File: config.mk
export PLATFORM = sky130hd
export DESIGN_NAME = pipeline_hazard_ctrl
export DESIGN_NICKNAME = d
export VERILOG_FILES = /design/src/rtl/hazard_pkg.sv /design/src/rtl/hazard_detect.sv /design/src/rtl/pipeline_hazard_ctrl.sv
export SDC_FILE = /design/constraint.sdc
export NUM_CORES = 1
export LEC_CHECK = 0
export CELL_PAD_IN_SITES_DETAIL_PLACEMENT = 2
export CELL_PAD_IN_SITES_GLOBAL_PLACEMENT = 2
export CORE_UTILIZATION = 26
export CTS_BUF_LIST = sky130_fd_sc_hd__clkbuf_8
export CTS_CLUSTER_DIAMETER = 30
export DETAILED_ROUTE_END_ITERATION = 7
export GPL_TIMING_DRIVEN = 0
export PLACE_DENSITY_LB_ADDON = 0.1
export SLEW_MARGIN = 30
export SYNTH_ARGS = -nofsm -noshare
export SYNTH_HDL_FRONTEND = slang
export SYNTH_SLANG_ARGS = --single-unit
File: constraint.sdc
create_clock -name clk_en -period 2.2 [get_ports clk_en]
set_input_delay 0.44 -clock clk_en [delete_from_list [all_inputs] [get_ports clk_en]]
set_output_delay 0.44 -clock clk_en [all_outputs]
set_load 0.02 [all_outputs]
File: src/rtl/hazard_pkg.sv
// Shared state encoding and default widths for the pipeline hazard controller.
package hazard_pkg;

  localparam int unsigned DEF_REG_AW = 5;
  localparam int unsigned STATE_W    = 2;

  typedef enum logic [STATE_W-1:0] {
    ST_RUN     = 2'd0,
    ST_MC_WAIT = 2'd1,
    ST_FLUSH   = 2'd2
  } state_t;

endpackage

File: src/rtl/hazard_detect.sv
// Load-use hazard compare: the load in EX writes a register the ID instruction reads.
module hazard_detect
  import hazard_pkg::*;
#(
  parameter int unsigned REG_AW = DEF_REG_AW
) (
  input  logic [REG_AW-1:0] i_id_r1,
  input  logic [REG_AW-1:0] i_id_r2,
  input  logic [REG_AW-1:0] i_ex_rd,
  input  logic              i_ex_is_load,
  output logic              o_hazard_c
);

  // Register 0 is never a real dependency.
  assign o_hazard_c = i_ex_is_load && (i_ex_rd != '0) &&
                      ((i_ex_rd == i_id_r1) || (i_ex_rd == i_id_r2));

endmodule

File: src/rtl/pipeline_hazard_ctrl.sv
// In-order pipeline stage sequencer: stage enables and bubble controls for
// load-use stalls, multi-cycle EX holds and taken-branch squashes.
// Optional perf counters (stall_cnt, flush_cnt_o) under HAZARD_PERF_CNT_EN.
module pipeline_hazard_ctrl
  import hazard_pkg::*;
#(
  parameter int unsigned REG_AW       = DEF_REG_AW,
  parameter int unsigned FLUSH_CYCLES = 2,
  parameter int unsigned MC_TIMEOUT   = 32
`ifdef HAZARD_PERF_CNT_EN
  ,
  parameter int unsigned CNT_W        = 32
`endif
) (
  input  logic              clk_en,
  input  logic              rst,
  input  logic [REG_AW-1:0] id_r1,
  input  logic [REG_AW-1:0] id_r2,
  input  logic [REG_AW-1:0] ex_rd,
  input  logic              ex_is_load,
  input  logic              ex_mc_start,
  input  logic              mc_done,
  input  logic              branch_taken,
  output logic              pc_en,
  output logic              if_id_en,
  output logic              id_ex_en,
  output logic              ex_mem_en,
  output logic              if_id_no_output,
  output logic              id_ex_no_output,
  output logic              busy,
  output logic              mc_timeout,
  output logic [STATE_W-1:0] state_o
`ifdef HAZARD_PERF_CNT_EN
  ,
  output logic [CNT_W-1:0]  stall_cnt,
  output logic [CNT_W-1:0]  flush_cnt_o
`endif
);

  localparam int unsigned FL_W = $clog2(FLUSH_CYCLES + 1);
  localparam int unsigned MC_W = $clog2(MC_TIMEOUT + 1);

  state_t          r_state;
  state_t          w_state_nxt;
  logic [FL_W-1:0] r_flush_cnt;
  logic [FL_W-1:0] w_flush_nxt;
  logic [MC_W-1:0] r_mc_cnt;
  logic [MC_W-1:0] w_mc_nxt;
  logic            r_mc_timeout;
  logic            w_set_timeout;
  logic            w_branch_acc;
  logic            w_hazard;
  logic            w_pc_en;
  logic            w_if_id_en;
  logic            w_id_ex_en;
  logic            w_ex_mem_en;
  logic            w_if_id_no;
  logic            w_id_ex_no;

  hazard_detect #(.REG_AW(REG_AW)) u_detect (
    .i_id_r1      (id_r1),
    .i_id_r2      (id_r2),
    .i_ex_rd      (ex_rd),
    .i_ex_is_load (ex_is_load),
    .o_hazard_c   (w_hazard)
  );

  // Next-state, counter update and Mealy stage-control decode.
  always_comb begin
    w_state_nxt   = r_state;
    w_flush_nxt   = r_flush_cnt;
    w_mc_nxt      = r_mc_cnt;
    w_set_timeout = 1'b0;
    w_branch_acc  = 1'b0;
    w_pc_en       = 1'b1;
    w_if_id_en    = 1'b1;
    w_id_ex_en    = 1'b1;
    w_ex_mem_en   = 1'b1;
    w_if_id_no    = 1'b1;
    w_id_ex_no    = 1'b1;
    unique case (r_state)
      ST_RUN: begin
        if (branch_taken) begin
          w_if_id_no   = 1'b0;
          w_id_ex_no   = 1'b0;
          w_branch_acc = 1'b1;
          if (FLUSH_CYCLES > 1) begin
            w_state_nxt = ST_FLUSH;
            w_flush_nxt = FL_W'(FLUSH_CYCLES - 1);
          end
        end else if (ex_mc_start) begin
          // Result already valid in the start cycle: no wait needed.
          if (!mc_done) begin
            w_state_nxt = ST_MC_WAIT;
            w_mc_nxt    = MC_W'(1);
          end
        end else if (w_hazard) begin
          w_pc_en    = 1'b0;
          w_if_id_en = 1'b0;
          w_id_ex_no = 1'b0;
        end
      end
      ST_MC_WAIT: begin
        w_pc_en     = 1'b0;
        w_if_id_en  = 1'b0;
        w_id_ex_en  = 1'b0;
        w_ex_mem_en = 1'b0;
        if (mc_done) begin
          w_ex_mem_en = 1'b1;
          w_state_nxt = ST_RUN;
          w_mc_nxt    = '0;
        end else if (r_mc_cnt == MC_W'(MC_TIMEOUT)) begin
          w_set_timeout = 1'b1;
          w_id_ex_no    = 1'b0;
          w_state_nxt   = ST_RUN;
          w_mc_nxt      = '0;
        end else begin
          w_mc_nxt = r_mc_cnt + MC_W'(1);
        end
      end
      ST_FLUSH: begin
        w_if_id_no = 1'b0;
        if (branch_taken) begin
          w_id_ex_no   = 1'b0;
          w_branch_acc = 1'b1;
          w_flush_nxt  = FL_W'(FLUSH_CYCLES - 1);
        end else if (r_flush_cnt == FL_W'(1)) begin
          w_state_nxt = ST_RUN;
          w_flush_nxt = '0;
        end else begin
          w_flush_nxt = r_flush_cnt - FL_W'(1);
        end
      end
      default: begin
        w_state_nxt = ST_RUN;
        w_flush_nxt = '0;
        w_mc_nxt    = '0;
      end
    endcase
  end

  // State, counters and sticky timeout flag.
  always_ff @(posedge clk_en or negedge rst) begin
    if (!rst) begin
      r_state      <= ST_RUN;
      r_flush_cnt  <= '0;
      r_mc_cnt     <= '0;
      r_mc_timeout <= 1'b0;
    end else begin
      r_state      <= w_state_nxt;
      r_flush_cnt  <= w_flush_nxt;
      r_mc_cnt     <= w_mc_nxt;
      r_mc_timeout <= r_mc_timeout | w_set_timeout;
    end
  end

  // Stage controls are forced low while reset is held.
  assign pc_en           = rst & w_pc_en;
  assign if_id_en        = rst & w_if_id_en;
  assign id_ex_en        = rst & w_id_ex_en;
  assign ex_mem_en       = rst & w_ex_mem_en;
  assign if_id_no_output = rst & w_if_id_no;
  assign id_ex_no_output = rst & w_id_ex_no;
  assign busy            = (r_state != ST_RUN);
  assign mc_timeout      = r_mc_timeout;
  assign state_o         = r_state;

`ifdef HAZARD_PERF_CNT_EN
  logic [CNT_W-1:0] r_stall_cnt;
  logic [CNT_W-1:0] r_flush_cnt_o;

  // Saturating stall-cycle and accepted-branch counters.
  always_ff @(posedge clk_en or negedge rst) begin
    if (!rst) begin
      r_stall_cnt   <= '0;
      r_flush_cnt_o <= '0;
    end else begin
      if (!w_pc_en && (r_stall_cnt != '1)) begin
        r_stall_cnt <= r_stall_cnt + CNT_W'(1);
      end
      if (w_branch_acc && (r_flush_cnt_o != '1)) begin
        r_flush_cnt_o <= r_flush_cnt_o + CNT_W'(1);
      end
    end
  end

  assign stall_cnt   = r_stall_cnt;
  assign flush_cnt_o = r_flush_cnt_o;
`endif

endmodule

======== Word level (Yosys, flattened, before mapping) ========
Index checks and enable logic that the tools add are counted.
word-level totals
  bits in registers ....................... 11
cells by class
  $add $sub $neg .......................... 2
  equality and inequality tests ........... 15
  muxes and demuxes ....................... 34
  bitwise gates (word level) .............. 8
  reduce and logical (&&, ||, !) cells .... 9
operators with widths
  cell                                                  count
  2-to-1 mux 6 bit                                      5
  2-to-1 mux 2 bit                                      10
  case mux 6 bit (3 select lines)                       1
  2-to-1 mux 1 bit                                      13
  != test 2 bit (second input constant)                 6
  case mux 2 bit (3 select lines)                       2
  equality test 5 bit                                   2
  != test 3 bit (second input constant)                 3
  adder 6 x 1 -> 6 bit (second input constant)          1
  equality test 6 bit (second input constant)           1
  AND 1 bit                                             5
  AND reduction 5 bit                                   1
  nonzero test 5 bit                                    1
  equality test 2 x 1 -> 1 bit (second input constant)  2
  case mux 1 bit (2 select lines)                       2
  AND reduction 4 bit                                   1
  case mux 1 bit (3 select lines)                       1
  equality test 2 bit (second input constant)           1
  logical AND 1 bit                                     2
  zero test 2 bit                                       1
  NOT 1 bit                                             2
  AND reduction 2 bit                                   1
  nonzero test 2 bit                                    1
  subtractor 2 x 1 -> 2 bit (second input constant)     1
  other kinds (2)                                       2

======== Longest topological paths before layout ========
  depth after elaboration ................. 8
  mapped depth ............................ 6

======== Hierarchy ========
A second synthesis with hierarchy kept.
second synthesis, totals
  cell total of the unflattened synthesis .. 90
  area, all modules ....................... 798.3 sq um
by module, submodules not included
  module                instances  cells each  area an instance (sq um)  sequential area each (sq um)
  pipeline_hazard_ctrl  1          73          673.1                     275.3
  hazard_detect         1          17          125.1                     0.0

======== Worst setup path after synthesis ========
OpenSTA, ideal clock, no wires.
  kind .................................... register to output
  from .................................... reg r_state[1], in the netlist state_o[1]
  to ...................................... out pc_en
  data arrival time ....................... 1,958 ps
  required time ........................... 1,760 ps
  path slack .............................. -198 ps
  stages on the path, launching flop included .. 6
  cells stage by stage .................... dfrtp_1 buf_6 inv_1 a21boi_0 a21boi_1 buf_4
on the way
  cells in the longest elaborated chain, start to end .. 3
  elaborated cells on any way between the ends .. 4
  classes of those cells .................. eq/ne (1); mux (1); bitwise (1); reduce/logical (1)
ends and longest elaborated chain
  element                                                                 RTL line                     RTL
  from (decl)                                                             pipeline_hazard_ctrl.sv:43   state_t r_state;
  from (signal assigned)                                                  pipeline_hazard_ctrl.sv:150  r_state <= w_state_nxt;
  equality test 2 x 1 -> 1 bit / zero test 2 bit (equally long branches)  -
  case mux 1 bit (2 select lines) (*)                                     -
  AND 1 bit (*)                                                           -
  to (decl)                                                               pipeline_hazard_ctrl.sv:24   output logic pc_en,
Mark *: on every way between the ends. The rest lies on a longest branch, timed or not.

======== Worst setup path after layout ========
  from .................................... reg r_state[1], in the netlist state_o[1]
  to ...................................... out id_ex_no_output
on the way
  cells in the longest elaborated chain, start to end .. 3
  elaborated cells on any way between the ends .. 5
  classes of those cells .................. eq/ne (2); mux (1); bitwise (1); reduce/logical (1)
ends and longest elaborated chain
  element                                            RTL line                     RTL
  equality test 2 bit, or another cell as far along  pipeline_hazard_ctrl.sv:81   unique case (r_state)
  case mux 1 bit (3 select lines) (*)                pipeline_hazard_ctrl.sv:81
  AND 1 bit (*)                                      pipeline_hazard_ctrl.sv:163  assign id_ex_no_output = rst & w_id_ex_no;
  to (decl)                                          pipeline_hazard_ctrl.sv:29   output logic id_ex_no_output,
Marks and branches as above.

==> summary.md <==
| Metric | Value |
|---|---|
| Worst endpoint required time | `1.76 ns` |
| Grt ovf | `0` |
| Antenna violations before repair | `0` |
| Routed Antenna Nets | `0` |
| Nets@finish | `157` |
| Synthesized flop and latch total | `11` |
| DP Wirelength | `1930 um` |
| R2R Path Start | `state_o[1]$_DFFE_PN0P_` |
| Part of the Yosys area used for sequential elements | `0.3303` |
| Maximum fanout along the worst path | `6` |
| Post-route worst hold slack | `0.09200 ns` |
| Floorplan die height | `58.61 um` |
| Number of instances in the synthesized netlist | `90` |
| Synthesized net count | `114` |
| CTS sink count | `11` |
| CP arrival | `1.73 ns` |
| Port bufs | `30` |
| Worst min-delay path class | `in2async` |
| Maximum level of the CTS H-tree | `1` |
| Source-to-sink clock delay at the later pin of the worst-skew pair | `0.24 ns` |
| Count of flip-flops with a built-in enable after synthesis | `0` |
| Clock buffer count from CTS | `3` |
| Average wire per cell in the routed design | `13.90 um` |
| Iteration-0 DRC count of the detailed router | `13` |
| Setup violations, final | `0` |
| GRT Util Overall | `0.1562` |
| Rel. slew slack | `0.7623` |
| Post-CTS Hold Fix Bufs | `0` |
| Max-slew violation count | `0` |
| Fraction of layout cells with a size suffix above 1 | `0.2500` |
| Cell type with the largest total area after synthesis | `dfrtp_1` |
| Outcome | `finished clean` |
| TritonCTS clock tree | `built` |
| Placeable core region | `3053 sq um` |
| Length of the first detailed-routing pass in iterations | `4` |
| DIE AREA | `3435 sq um` |
| Rows | `20` |
| Global-route wire length before repair | `4002 um` |
| Buffer levels on the longest clock path | `2` |
| Sort of element at the end of the critical path | `primary output` |
| Starting Density | `0.2730` |
| Dpl cells | `164` |
| Via count of the first global-routing pass | `890` |
| Top post-synthesis cells by area | `dfrtp_1, xnor2_1, nor2_1` |
| Share of flip-flops with an asynchronous set or reset after synthesis | `1.000` |
| Warnings from Yosys | `0` |
| Hold violation total from the final report | `0` |
| Root Driver | `clkbuf_8` |
| Largest net degree at the start of global routing | `16` |
| Area Overhead vs Synth | `57.81%` |
| Dominant synthesized flop cell | `dfrtp_1` |
| Worst VDD drop | `0.1814 mV` |
| GPL Wtd Cong | `0.6666` |
| Leak | `0.6047 nW` |
| Highest clock rate | `460.2 MHz` |
| Critical path launch point type | `flop` |
| Most common cell after layout, fill and taps aside | `clkdlybuf4s50_1` |
| Number of maximum-capacitance constraint violations | `0` |
| Commonest cells after routing, fill and taps aside | `clkdlybuf4s50_1, dfrtp_1, buf_4` |
| Wire length reported by the detailed router | `2446 um` |
| Mapped cell area | `833.3 sq um` |
| Classification of the worst setup path | `reg2out` |
| Final period util | `0.9878` |
| Unrepaired setup endpoints after global routing | `true` |
| Vias | `816` |
| IO Count | `31` |
| Power density of the placed cells | `572.2 nW/um^2` |
| Post-route insts no fill | `176` |
| Per-cell via count in the routed design | `4.636` |
| Number of antenna cells inserted | `0` |
| Count of fill cells added during filler insertion | `340` |
| Synth top area share | `0.3303` |
| Die outline width | `58.61 um` |
| Number of distinct library cell variants in the gate-level netlist after synthesis | `33` |
| Origin of the worst setup path | `state_o[1]$_DFFE_PN0P_` |
| Avg Inst Size Synth | `9.259 sq um` |
| Worst clock skew | `0.001717 ns` |
| Slew at the pin closest to its max-slew limit | `0.3551 ns` |
| Clk slew on worst S/H paths | `0.05 ns` |
| DRC errors left | `0` |
| Crit path time final | `2.173 ns` |
routing by layer:
layer,vias to the layer above,part of all wire,GRT usage
met4,0,0.0041,0.03061
met2,26,0.55,0.3054
met5,-,0,0
li1,396,-,-
met1,391,0.40,0.1723
met3,3,0.044,0.03297
synth_stat cells (2+ instances only):
master / n
xnor2_1: 10
nand2_1: 4
o21ai_0: 6
or2_4: 2
xor2_1: 4
a22o_1: 2
o2111ai_1: 2
nor2b_1: 2
a21oi_1: 3
nand3_1: 3
buf_6: 2
dfrtp_1: 11
ha_1: 3
and3_1: 2
nor2_1: 11
inv_1: 6
flip-flops by register name, summed over array words and instances (netlist names):
name         cells
r_mc_cnt         6
r_flush_cnt      2
state_o          2
mc_timeout       1
worst max-delay path, stage by stage, from the launching register on:
cell and delay (ns):
dfrtp_1 0.38, buf_6 0.13, or2_4 0.24, o32a_1 0.37, o21ai_1 0.15, a21oi_1 0.06
buf_4 0.16
path summary, 6_finish.rpt:
check | to | slack (ns) | depth (start not counted)
setup / recovery | id_ex_no_output | 0.03 | 6
hold / removal | state_o[1]$_DFFE_PN0P_ | 0.09 | 1
setup reg to reg | r_mc_cnt[2]$_DFFE_PN0P_ | 0.62 | 6
hold reg to reg | mc_timeout$_DFF_PN0_ | 0.46 | 1
max in group asynchronous | r_mc_cnt[1]$_DFFE_PN0P_ | 1.86 | 1
min in group clk_en | mc_timeout$_DFF_PN0_ | 0.46 | 1
kinds of logic (layout without fill, tap and decap cells):
group                    after synthesis  count (layout)  synth area share
AO/OA/AOI/OAI                         23              23            0.1982
XOR/XNOR                              14              14            0.1471
adder cells (fa/ha/maj)                3               3           0.04505
buffers and inverters                  9              51           0.06306
flip-flops                            11              11            0.3303
AND/OR/NAND/NOR                       30              30            0.2162
area by class of cell:
class	count	area, sq um	area share
inverter	6	22.52	0.01713
buffer	2	22.52	0.01713
sequential	11	275.3	0.2093
clock buffer	3	41.29	0.03140
clock inverter	1	3.754	0.002854
multi-input combinational	70	545.5	0.4148
tap	44	55.05	0.04186
timing repair buffer	39	349.1	0.2655
power by group:
group	internal, mW	switching, mW
registers	0.228	0.0208
logic	0.157	0.139
clock network	0.123	0.0849
timing repair:
action	CTS	global route
gates resized for setup	45	8
setup endpoints to repair	6	3
pin swaps	8	12
buffers inserted	3	6
hold endpoints to repair	0	0
through the flow:
stage / setup TNS [ns] / instance area [sq um] / worst slack [ns] / total power, mW / util
global placement: -3.723 / 1192 / -0.8599 / 0.5052 / 0.3906
CTS: -0.02782 / 1262 / -0.01443 / 0.7335 / 0.4135
floorplan: 0 / 837.1 / 0.1216 / 0.3969 / -
finish: 0 / 1315 / 0.02683 / 0.7525 / 0.4307
detailed placement: -3.798 / 1192 / -0.8626 / 0.5152 / 0.3906
global route: -0.04370 / 1315 / -0.04370 / 0.8038 / 0.4307
(Power assumes the default switching activity.)
